--- src/rtl/multicycle_ctrl_pkg.sv ---
// -----------------------------------------------------------------------------
// multicycle_ctrl_pkg
//
// Shared definitions for the multicycle RV32I-subset control unit:
//   - FSM state encodings (11 states, 4 bits)
//   - opcode constants for the supported instruction classes
//   - ALUOp, ALUControl, ImmSrc, ResultSrc and ALUSrcA/B encodings
//
// No ports; imported by multicycle_ctrl and multicycle_aludec.
// -----------------------------------------------------------------------------
package multicycle_ctrl_pkg;

    localparam int STATE_BITS = 4;

    typedef enum logic [STATE_BITS-1:0] {
        S_FETCH    = 4'd0,
        S_DECODE   = 4'd1,
        S_MEMADR   = 4'd2,
        S_MEMREAD  = 4'd3,
        S_MEMWB    = 4'd4,
        S_MEMWRITE = 4'd5,
        S_EXECR    = 4'd6,
        S_EXECI    = 4'd7,
        S_JAL      = 4'd8,
        S_ALUWB    = 4'd9,
        S_BEQ      = 4'd10
    } state_t;

    // Opcodes (Instr[6:0])
    localparam logic [6:0] OP_LW  = 7'b0000011;
    localparam logic [6:0] OP_SW  = 7'b0100011;
    localparam logic [6:0] OP_R   = 7'b0110011;
    localparam logic [6:0] OP_I   = 7'b0010011;
    localparam logic [6:0] OP_BEQ = 7'b1100011;
    localparam logic [6:0] OP_JAL = 7'b1101111;

    // ALUOp: what the FSM asks of the ALU decoder
    localparam logic [1:0] ALUOP_ADD   = 2'b00;
    localparam logic [1:0] ALUOP_SUB   = 2'b01;
    localparam logic [1:0] ALUOP_FUNCT = 2'b10;

    // ALUControl: what the ALU actually does
    localparam logic [2:0] ALUCTL_ADD = 3'b000;
    localparam logic [2:0] ALUCTL_SUB = 3'b001;
    localparam logic [2:0] ALUCTL_AND = 3'b010;
    localparam logic [2:0] ALUCTL_OR  = 3'b011;
    localparam logic [2:0] ALUCTL_SLT = 3'b101;

    // Immediate formats
    localparam logic [1:0] IMM_I = 2'b00;
    localparam logic [1:0] IMM_S = 2'b01;
    localparam logic [1:0] IMM_B = 2'b10;
    localparam logic [1:0] IMM_J = 2'b11;

    // Result mux
    localparam logic [1:0] RES_ALUOUT    = 2'b00;
    localparam logic [1:0] RES_DATA      = 2'b01;
    localparam logic [1:0] RES_ALURESULT = 2'b10;

    // ALU A mux
    localparam logic [1:0] SRCA_PC    = 2'b00;
    localparam logic [1:0] SRCA_OLDPC = 2'b01;
    localparam logic [1:0] SRCA_RD1   = 2'b10;

    // ALU B mux
    localparam logic [1:0] SRCB_WD   = 2'b00;
    localparam logic [1:0] SRCB_IMM  = 2'b01;
    localparam logic [1:0] SRCB_FOUR = 2'b10;

endpackage

--- src/rtl/multicycle_aludec.sv ---
// -----------------------------------------------------------------------------
// multicycle_aludec
//
// Combinational ALU decoder: turns the FSM's ALUOp plus instruction fields
// into the 3-bit ALUControl.
//
// Ports:
//   alu_op     in  2  ALUOp from the FSM (00 add, 01 sub, 10 by funct3)
//   funct3     in  3  Instr[14:12]
//   funct7b5   in  1  Instr[30]
//   op5        in  1  Instr[5]; distinguishes R-type (1) from I-type (0)
//   alu_control out 3 ALU operation
// -----------------------------------------------------------------------------
module multicycle_aludec
    import multicycle_ctrl_pkg::*;
(
    input  logic [1:0] alu_op,
    input  logic [2:0] funct3,
    input  logic       funct7b5,
    input  logic       op5,
    output logic [2:0] alu_control
);

    always_comb begin
        alu_control = ALUCTL_ADD;
        case (alu_op)
            ALUOP_ADD: alu_control = ALUCTL_ADD;
            ALUOP_SUB: alu_control = ALUCTL_SUB;
            ALUOP_FUNCT: begin
                case (funct3)
                    // Only R-type sub sets funct7b5; for addi bit 30 is
                    // part of the immediate and must not select sub.
                    3'b000:  alu_control = (funct7b5 & op5) ? ALUCTL_SUB : ALUCTL_ADD;
                    3'b010:  alu_control = ALUCTL_SLT;
                    3'b110:  alu_control = ALUCTL_OR;
                    3'b111:  alu_control = ALUCTL_AND;
                    default: alu_control = ALUCTL_ADD;
                endcase
            end
            default: alu_control = ALUCTL_ADD;
        endcase
    end

endmodule

--- src/rtl/multicycle_ctrl.sv ---
// -----------------------------------------------------------------------------
// multicycle_ctrl
//
// Moore FSM control unit for a multicycle RV32I-subset datapath with a shared
// instruction/data memory and one ALU (used for PC+4, branch target and
// address). Supports lw, sw, R-type, I-type ALU, beq and jal.
//
// Build option: define MULTICYCLE_BNE_EN to make funct3==001 in the branch
// state invert the Zero condition (bne). Without it every 1100011 branch is
// treated as beq.
//
// Ports:
//   clk        in   1  core clock, rising edge
//   reset      in   1  asynchronous, active-high reset
//   op         in   7  Instr[6:0]
//   funct3     in   3  Instr[14:12]
//   funct7b5   in   1  Instr[30]
//   Zero       in   1  ALU result == 0 (only looked at in BEQ)
//   PCWrite    out  1  PC enable
//   AdrSrc     out  1  memory address: 0 PC, 1 ALUOut
//   MemWrite   out  1  memory write enable
//   IRWrite    out  1  instruction register / OldPC enable
//   ResultSrc  out  2  00 ALUOut, 01 Data, 10 ALUResult
//   ALUSrcA    out  2  00 PC, 01 OldPC, 10 RD1
//   ALUSrcB    out  2  00 WriteData, 01 ImmExt, 10 constant 4
//   ImmSrc     out  2  00 I, 01 S, 10 B, 11 J
//   ALUControl out  3  000 add, 001 sub, 010 and, 011 or, 101 slt
//   RegWrite   out  1  register file write enable
//   InstrDone  out  1  pulse in the last state of a retired instruction
//   state_dbg  out  STATE_W  current FSM state (debug/observation only)
// -----------------------------------------------------------------------------
module multicycle_ctrl
    import multicycle_ctrl_pkg::*;
#(
    parameter int STATE_W = 4   // must be >= 4 to hold the 11 states
) (
    input  logic               clk,
    input  logic               reset,
    input  logic [6:0]         op,
    input  logic [2:0]         funct3,
    input  logic               funct7b5,
    input  logic               Zero,
    output logic               PCWrite,
    output logic               AdrSrc,
    output logic               MemWrite,
    output logic               IRWrite,
    output logic [1:0]         ResultSrc,
    output logic [1:0]         ALUSrcA,
    output logic [1:0]         ALUSrcB,
    output logic [1:0]         ImmSrc,
    output logic [2:0]         ALUControl,
    output logic               RegWrite,
    output logic               InstrDone,
    output logic [STATE_W-1:0] state_dbg
);

    state_t state, next_state;

    // Raw per-state controls, before reset gating
    logic       pc_update;
    logic       branch;
    logic       mem_write_raw;
    logic       ir_write_raw;
    logic       reg_write_raw;
    logic       done_raw;
    logic [1:0] alu_op;
    logic       branch_taken;

    // ------------------------------------------------------------------
    // State register
    // ------------------------------------------------------------------
    always_ff @(posedge clk or posedge reset) begin
        if (reset) state <= S_FETCH;
        else       state <= next_state;
    end

    // ------------------------------------------------------------------
    // Next state and per-state outputs
    // ------------------------------------------------------------------
    always_comb begin
        next_state    = S_FETCH;
        pc_update     = 1'b0;
        branch        = 1'b0;
        mem_write_raw = 1'b0;
        ir_write_raw  = 1'b0;
        reg_write_raw = 1'b0;
        done_raw      = 1'b0;
        AdrSrc        = 1'b0;
        ResultSrc     = 2'b00;
        ALUSrcA       = 2'b00;
        ALUSrcB       = 2'b00;
        alu_op        = ALUOP_ADD;

        case (state)
            S_FETCH: begin
                ir_write_raw = 1'b1;
                ALUSrcA      = SRCA_PC;
                ALUSrcB      = SRCB_FOUR;
                alu_op       = ALUOP_ADD;
                ResultSrc    = RES_ALURESULT;
                pc_update    = 1'b1;
                next_state   = S_DECODE;
            end
            S_DECODE: begin
                // Branch target OldPC+imm is parked in ALUOut here.
                ALUSrcA = SRCA_OLDPC;
                ALUSrcB = SRCB_IMM;
                alu_op  = ALUOP_ADD;
                case (op)
                    OP_LW, OP_SW: next_state = S_MEMADR;
                    OP_R:         next_state = S_EXECR;
                    OP_I:         next_state = S_EXECI;
                    OP_JAL:       next_state = S_JAL;
                    OP_BEQ:       next_state = S_BEQ;
                    default:      next_state = S_FETCH; // illegal: silently drop
                endcase
            end
            S_MEMADR: begin
                ALUSrcA = SRCA_RD1;
                ALUSrcB = SRCB_IMM;
                alu_op  = ALUOP_ADD;
                if (op == OP_LW)      next_state = S_MEMREAD;
                else if (op == OP_SW) next_state = S_MEMWRITE;
                else                  next_state = S_FETCH;
            end
            S_MEMREAD: begin
                AdrSrc     = 1'b1;
                ResultSrc  = RES_ALUOUT;
                next_state = S_MEMWB;
            end
            S_MEMWB: begin
                ResultSrc     = RES_DATA;
                reg_write_raw = 1'b1;
                done_raw      = 1'b1;
                next_state    = S_FETCH;
            end
            S_MEMWRITE: begin
                AdrSrc        = 1'b1;
                ResultSrc     = RES_ALUOUT;
                mem_write_raw = 1'b1;
                done_raw      = 1'b1;
                next_state    = S_FETCH;
            end
            S_EXECR: begin
                ALUSrcA    = SRCA_RD1;
                ALUSrcB    = SRCB_WD;
                alu_op     = ALUOP_FUNCT;
                next_state = S_ALUWB;
            end
            S_EXECI: begin
                ALUSrcA    = SRCA_RD1;
                ALUSrcB    = SRCB_IMM;
                alu_op     = ALUOP_FUNCT;
                next_state = S_ALUWB;
            end
            S_JAL: begin
                // OldPC+4 becomes the link value; PC takes the target from ALUOut.
                ALUSrcA    = SRCA_OLDPC;
                ALUSrcB    = SRCB_FOUR;
                alu_op     = ALUOP_ADD;
                ResultSrc  = RES_ALUOUT;
                pc_update  = 1'b1;
                next_state = S_ALUWB;
            end
            S_ALUWB: begin
                ResultSrc     = RES_ALUOUT;
                reg_write_raw = 1'b1;
                done_raw      = 1'b1;
                next_state    = S_FETCH;
            end
            S_BEQ: begin
                ALUSrcA    = SRCA_RD1;
                ALUSrcB    = SRCB_WD;
                alu_op     = ALUOP_SUB;
                ResultSrc  = RES_ALUOUT;
                branch     = 1'b1;
                done_raw   = 1'b1;
                next_state = S_FETCH;
            end
            default: begin
                // Unreachable encodings: all enables stay 0, recover to FETCH.
                next_state = S_FETCH;
            end
        endcase
    end

    // ------------------------------------------------------------------
    // Branch condition
    // ------------------------------------------------------------------
`ifdef MULTICYCLE_BNE_EN
    assign branch_taken = Zero ^ (funct3 == 3'b001);
`else
    assign branch_taken = Zero;
`endif

    // ------------------------------------------------------------------
    // Instruction-dependent decodes
    // ------------------------------------------------------------------
    always_comb begin
        ImmSrc = IMM_I;
        case (op)
            OP_SW:   ImmSrc = IMM_S;
            OP_BEQ:  ImmSrc = IMM_B;
            OP_JAL:  ImmSrc = IMM_J;
            default: ImmSrc = IMM_I;
        endcase
    end

    multicycle_aludec u_aludec (
        .alu_op      (alu_op),
        .funct3      (funct3),
        .funct7b5    (funct7b5),
        .op5         (op[5]),
        .alu_control (ALUControl)
    );

    // ------------------------------------------------------------------
    // Enables are gated by reset so no write escapes while it is held,
    // even though the state is already FETCH (whose enables are 1).
    // ------------------------------------------------------------------
    assign PCWrite   = ~reset & (pc_update | (branch & branch_taken));
    assign IRWrite   = ~reset & ir_write_raw;
    assign RegWrite  = ~reset & reg_write_raw;
    assign MemWrite  = ~reset & mem_write_raw;
    assign InstrDone = ~reset & done_raw;

    assign state_dbg = STATE_W'(state);

endmodule

--- config.mk ---
export PLATFORM = sky130hd
export DESIGN_NAME = multicycle_ctrl
export DESIGN_NICKNAME = d
export VERILOG_FILES = /design/src/rtl/multicycle_ctrl_pkg.sv /design/src/rtl/multicycle_aludec.sv /design/src/rtl/multicycle_ctrl.sv
export SDC_FILE = /design/constraint.sdc
export NUM_CORES = 1
export LEC_CHECK = 0
export BUFFER_PORTS_ARGS = -buffer_cell sky130_fd_sc_hd__buf_2
export CAP_MARGIN = 0
export CORE_MARGIN = 10
export CORE_UTILIZATION = 42
export CTS_BUF_LIST = sky130_fd_sc_hd__clkbuf_16
export DETAILED_ROUTE_END_ITERATION = 10
export PLACE_DENSITY = 0.82
export SYNTH_ARGS = -nofsm -noshare
export SYNTH_HDL_FRONTEND = slang
export SYNTH_SLANG_ARGS = --single-unit
--- constraint.sdc ---
create_clock -name clk -period 1.62 [get_ports clk]
set_input_delay 0.081 -clock clk [delete_from_list [all_inputs] [get_ports clk]]
set_output_delay 0.081 -clock clk [all_outputs]
set_load 0.05 [all_outputs]
* Word-level counts from Yosys, hierarchy flattened *
Cells that the tools add are included.

word-level totals
  register bits after elaboration = 4
  input port bits = 14
  word-level logic and storage cells = 62

operators by class
  bitwise gates (word level) = 9
  equal/unequal tests = 21
  reduce and logical (&&, ||, !) cells = 12
  multiplexer cells = 19

operator list
  kind                                            number
  case mux 4 bit (5 select lines)                 2
  == test 4 x 3 -> 1 bit (second input constant)  4
  case mux 2 bit (2 select lines)                 4
  == test 7 x 6 -> 1 bit (second input constant)  2
  == test 7 bit (second input constant)           2
  == test 4 bit (second input constant)           3
  case mux 3 bit (4 select lines)                 1
  OR reduction 2 bit                              6
  == test 4 x 2 -> 1 bit (second input constant)  2
  2-to-1 mux 1 bit                                8
  OR reduction 4 bit                              2
  AND 1 bit                                       7
  == test 7 x 2 -> 1 bit (second input constant)  1
  == test 7 x 5 -> 1 bit (second input constant)  1
  == test 3 bit (second input constant)           2
  2-to-1 mux 3 bit                                2
  case mux 2 bit (3 select lines)                 1
  case mux 3 bit (2 select lines)                 1
  OR reduction 3 bit                              2
  == test 4 x 1 -> 1 bit (second input constant)  1
  logical NOT 4 bit                               1
  == test 3 x 2 -> 1 bit (second input constant)  1
  logical NOT 3 bit                               1
  == test 2 x 1 -> 1 bit (second input constant)  1
  3 further kinds                                 3

* Longest topological paths before layout *
  word-level depth = 5
  mapped depth = 8
  depth with buffers taken out = 7

* Hierarchy *
From an unflattened synthesis, not the netlist that was laid out.

unflattened totals
  cells, all modules = 79
  area total of the unflattened synthesis = 608.1 µm²

by module, submodules not included
  module             cells each  times used  area an instance (µm²)
  multicycle_ctrl    68          1           511.7
  multicycle_aludec  11          1           96.3

* Worst setup path before layout *
OpenSTA, ideal clock, no wires.

  kind = reg-to-output
  from = register state[2], in the netlist state_dbg[2]
  to = output port ALUControl[2]
  path slack = -1.408 ns
  cell stages (with the launch flop) = 5
  path buffers = 1
  data required time = 1.539 ns
  arrival = 2.947 ns
  cells stage by stage = dfrtp_1 > buf_6 > and4bb_2 > ha_1 > nor4_1

between the ends
  longest elaborated chain between the ends = 5
  elaborated cells between the ends (all ways) = 8
  classes of those cells = eq/ne: 5; mux: 2; reduce/logical: 1

ends and longest elaborated chain
  element                                                  RTL line                 RTL
  from (decl)                                              multicycle_ctrl.sv:57    state_t state, next_state;
  from (signal assigned)                                   multicycle_ctrl.sv:74    else state <= next_state;
  == test 4 x 3 -> 1 bit                                   multicycle_ctrl.sv:94    case (state)
  OR reduction 2 bit (no source line)                      -
  case mux 2 bit (2 select lines) (*)                      multicycle_ctrl.sv:94
  == test 2 bit or == test 2 x 1 -> 1 bit (tied branches)  multicycle_aludec.sv:26  case (alu_op)
  case mux 3 bit (2 select lines) (*)                      multicycle_aludec.sv:26
  to (decl)                                                multicycle_ctrl.sv:51    output logic [2:0] ALUControl,

Every way passes the cells marked *; elsewhere a longest branch is shown, timed or not.

* Worst setup path after layout *
Same ends and word-level chain as after synthesis.

==> impl_metrics.ini <==
[routing]
drc = 0
via_per_inst = 6.46
drtIter0Drc = 29
wl_per_cell_um = 25.8
vias = 911
routed_wl_um = 3640
dr.pass1.iters = 5
ant_nets = 0

[timing]
grt_setup_unrepaired = true
finalSetupTns_ns = -0.627
worstMarginPinSlew_ns = 0.301
slew_headroom = 0.799
hold_violations = 0
max_freq_mhz = 542
setup_slack_ns = -0.225
fin_skew_ns = 0.000501
whs_ns = 0.237
fin_crit_sh = 1.14
slew_violations = 0
final-setup-viol-count = 7
finalCriticalPeriod_ns = 1.84

[synthesis]
synth_top_family_by_area = simple AND/OR/NAND/NOR gates
synth-compound-area-share = 0.172
yosysSeqAreaShare = 0.172
synth_warnings = 0
synth.area.mux_share = 0
yosys.cell_types.count = 34
syn_inst = 77
synth_edf_count = 0
synthXorXnorAreaFrac = 0.0452
synth_fp_nets = 93
synthFlopType = dfrtp_1
synthSimpleGateAreaFrac = 0.449
synthesis.area_um2 = 582
avgSynthCellArea_um2 = 7.56
ys_ff_latch = 4
synth_fa_ha_area_frac = 0.0430
async_flop_share = 1.00

[floorplanning]
start_util = 0.447
pin_count = 35
die_w_um = 57.2
die_h_um = 57.2
floorplan.die_area_mm2 = 0.00327
coreArea_mm2 = 0.00130
rows = 13

[worst_setup_path]
crit_arrival_ns = 1.76
endpoint_kind = output pin
cp.required_ns = 1.54
worstSetupPathType = reg -> out
regToRegSetupSlack_ns = -0.01
path_max_fanout = 4
worstSetupStartpointType = flip-flop

[placed_design]
post_dp_cell_area_um2 = 926
io_buffer_count = 34
dp_cells = 130
dp_hpwl_um = 1590
gp_congestion = 0.798
dp_slack_ns = -0.0202

[global_routing]
grt_use_total = 0.145
grt_pass1_wl_um = 3920
grt_max_degree = 18
antenna_found_initial = 0
grt_pass1_vias = 787
grt-ovfl-total = 0

[finish]
nets = 144
finalNonFillerCells = 141
drive_gt1_frac = 0.690
final_common_cell = buf_2
final_cell_mix = buf_2 (24), buf_4 (13), buf_6 (11)
fin_util = 0.958
final_cell_area_mm2 = 0.00125
syn2layout_area_growth_pct = 114
num_antenna_cells = 0
largest_reg_flops = 4

[power]
vdd_drop_max_v = 0.00135
total_power_mw = 1.48
p_sw_uw = 757
p_int_uw = 722
switching_share = 0.512
leakagePower_nw = 0.566
power_density_mw_per_mm2 = 1190
p_seq_frac = 0.092
combPwrFrac = 0.646
clockPowerShare = 0.262

[run_status]
violations = setup timing
status = finished with violations

[flow_run]
drv_cap = 0

[clock_network]
cts_tree = yes
cts_max_level = 1
cts_root_buf = clkbuf_16
clk-insertion-delay-late_ns = 0.23
numClockSinks = 4
cts_buffers = 3
clk_path_buf_depth = 2
clk_pin_slew_ns = 0.03

[min_path]
hold_class = in -> reg
==> what timing repair did <==
item                       CTS  global route
setup buffers                3             3
gates cloned                 0             1
pin swaps                    6             4
resized for setup           32            13
hold endpoints to repair     4             0
setup endpoints to repair    7            12
hold buffers                 1             0
==> cells in the mapped netlist, drive strengths merged (3+ instances only) <==
library cell / instances / area, um2
dfrtp: 4 / 100
nand2: 3 / 11.3
nor3: 6 / 30.0
nor3b: 4 / 35.0
and3: 3 / 18.8
a21oi: 6 / 33.8
inv: 5 / 18.8
nor2b: 3 / 18.8
nor2: 6 / 22.5
nand2b: 4 / 25.0
buf: 6 / 50.0
o21ai: 4 / 20.0
xnor2: 3 / 26.3
==> final cells by class <==
class	instances	area, um2
inverter	5	18.8
sequential	4	105
clock buffer	3	75.1
multi-input combinational	62	617
tap	15	18.8
fill	29	55.1
timing repair buffer	52	412
==> path summary, 6_finish.rpt <==
kind                                         from                      to  depth (start not counted)
setup / recovery           state_dbg[2]$_DFF_PP0_           ALUControl[2]                          5
hold / removal                              op[4]  state_dbg[2]$_DFF_PP0_                          3
setup reg to reg           state_dbg[1]$_DFF_PP0_  state_dbg[0]$_DFF_PP0_                          6
hold reg to reg            state_dbg[0]$_DFF_PP0_  state_dbg[2]$_DFF_PP0_                          3
max in group asynchronous                   reset  state_dbg[1]$_DFF_PP0_                          3
min in group asynchronous                   reset  state_dbg[0]$_DFF_PP0_                          3
==> cell families (layout without fill, tap and decap cells) <==
group,Yosys count,in the layout
AND/OR/NAND/NOR,41,41
AO/OA/AOI/OAI,16,16
buffers and inverters,11,60
flip-flops,4,4
XOR/XNOR,3,3
adder cells (fa/ha/maj),2,2
==> power by group through the flow <==
| stage | clock (mW) | sequential [mW] | combinational [mW] |
|---|---|---|---|
| after detailed placement | 0 | 0.129 | 0.798 |
| after floorplan | 0 | 0.187 | 0.594 |
| after global routing | 0.395 | 0.138 | 0.989 |
| after global placement | 0 | 0.126 | 0.790 |
| final | 0.388 | 0.136 | 0.956 |
| after CTS | 0.385 | 0.128 | 0.868 |
==> per-layer routing <==
metal,track usage,part of all wire
met5,0,0
met4,0.0503,0.071
met3,0.0265,0.097
met2,0.262,0.50
met1,0.163,0.33
==> worst max-delay path: stages (launching register included) <==
cell	delay (ns)
dfrtp_2	0.42
and4bb_2	0.35
buf_4	0.15
ha_4	0.22
nor4_4	0.18
buf_6	0.20
(Power assumes the default switching activity.)
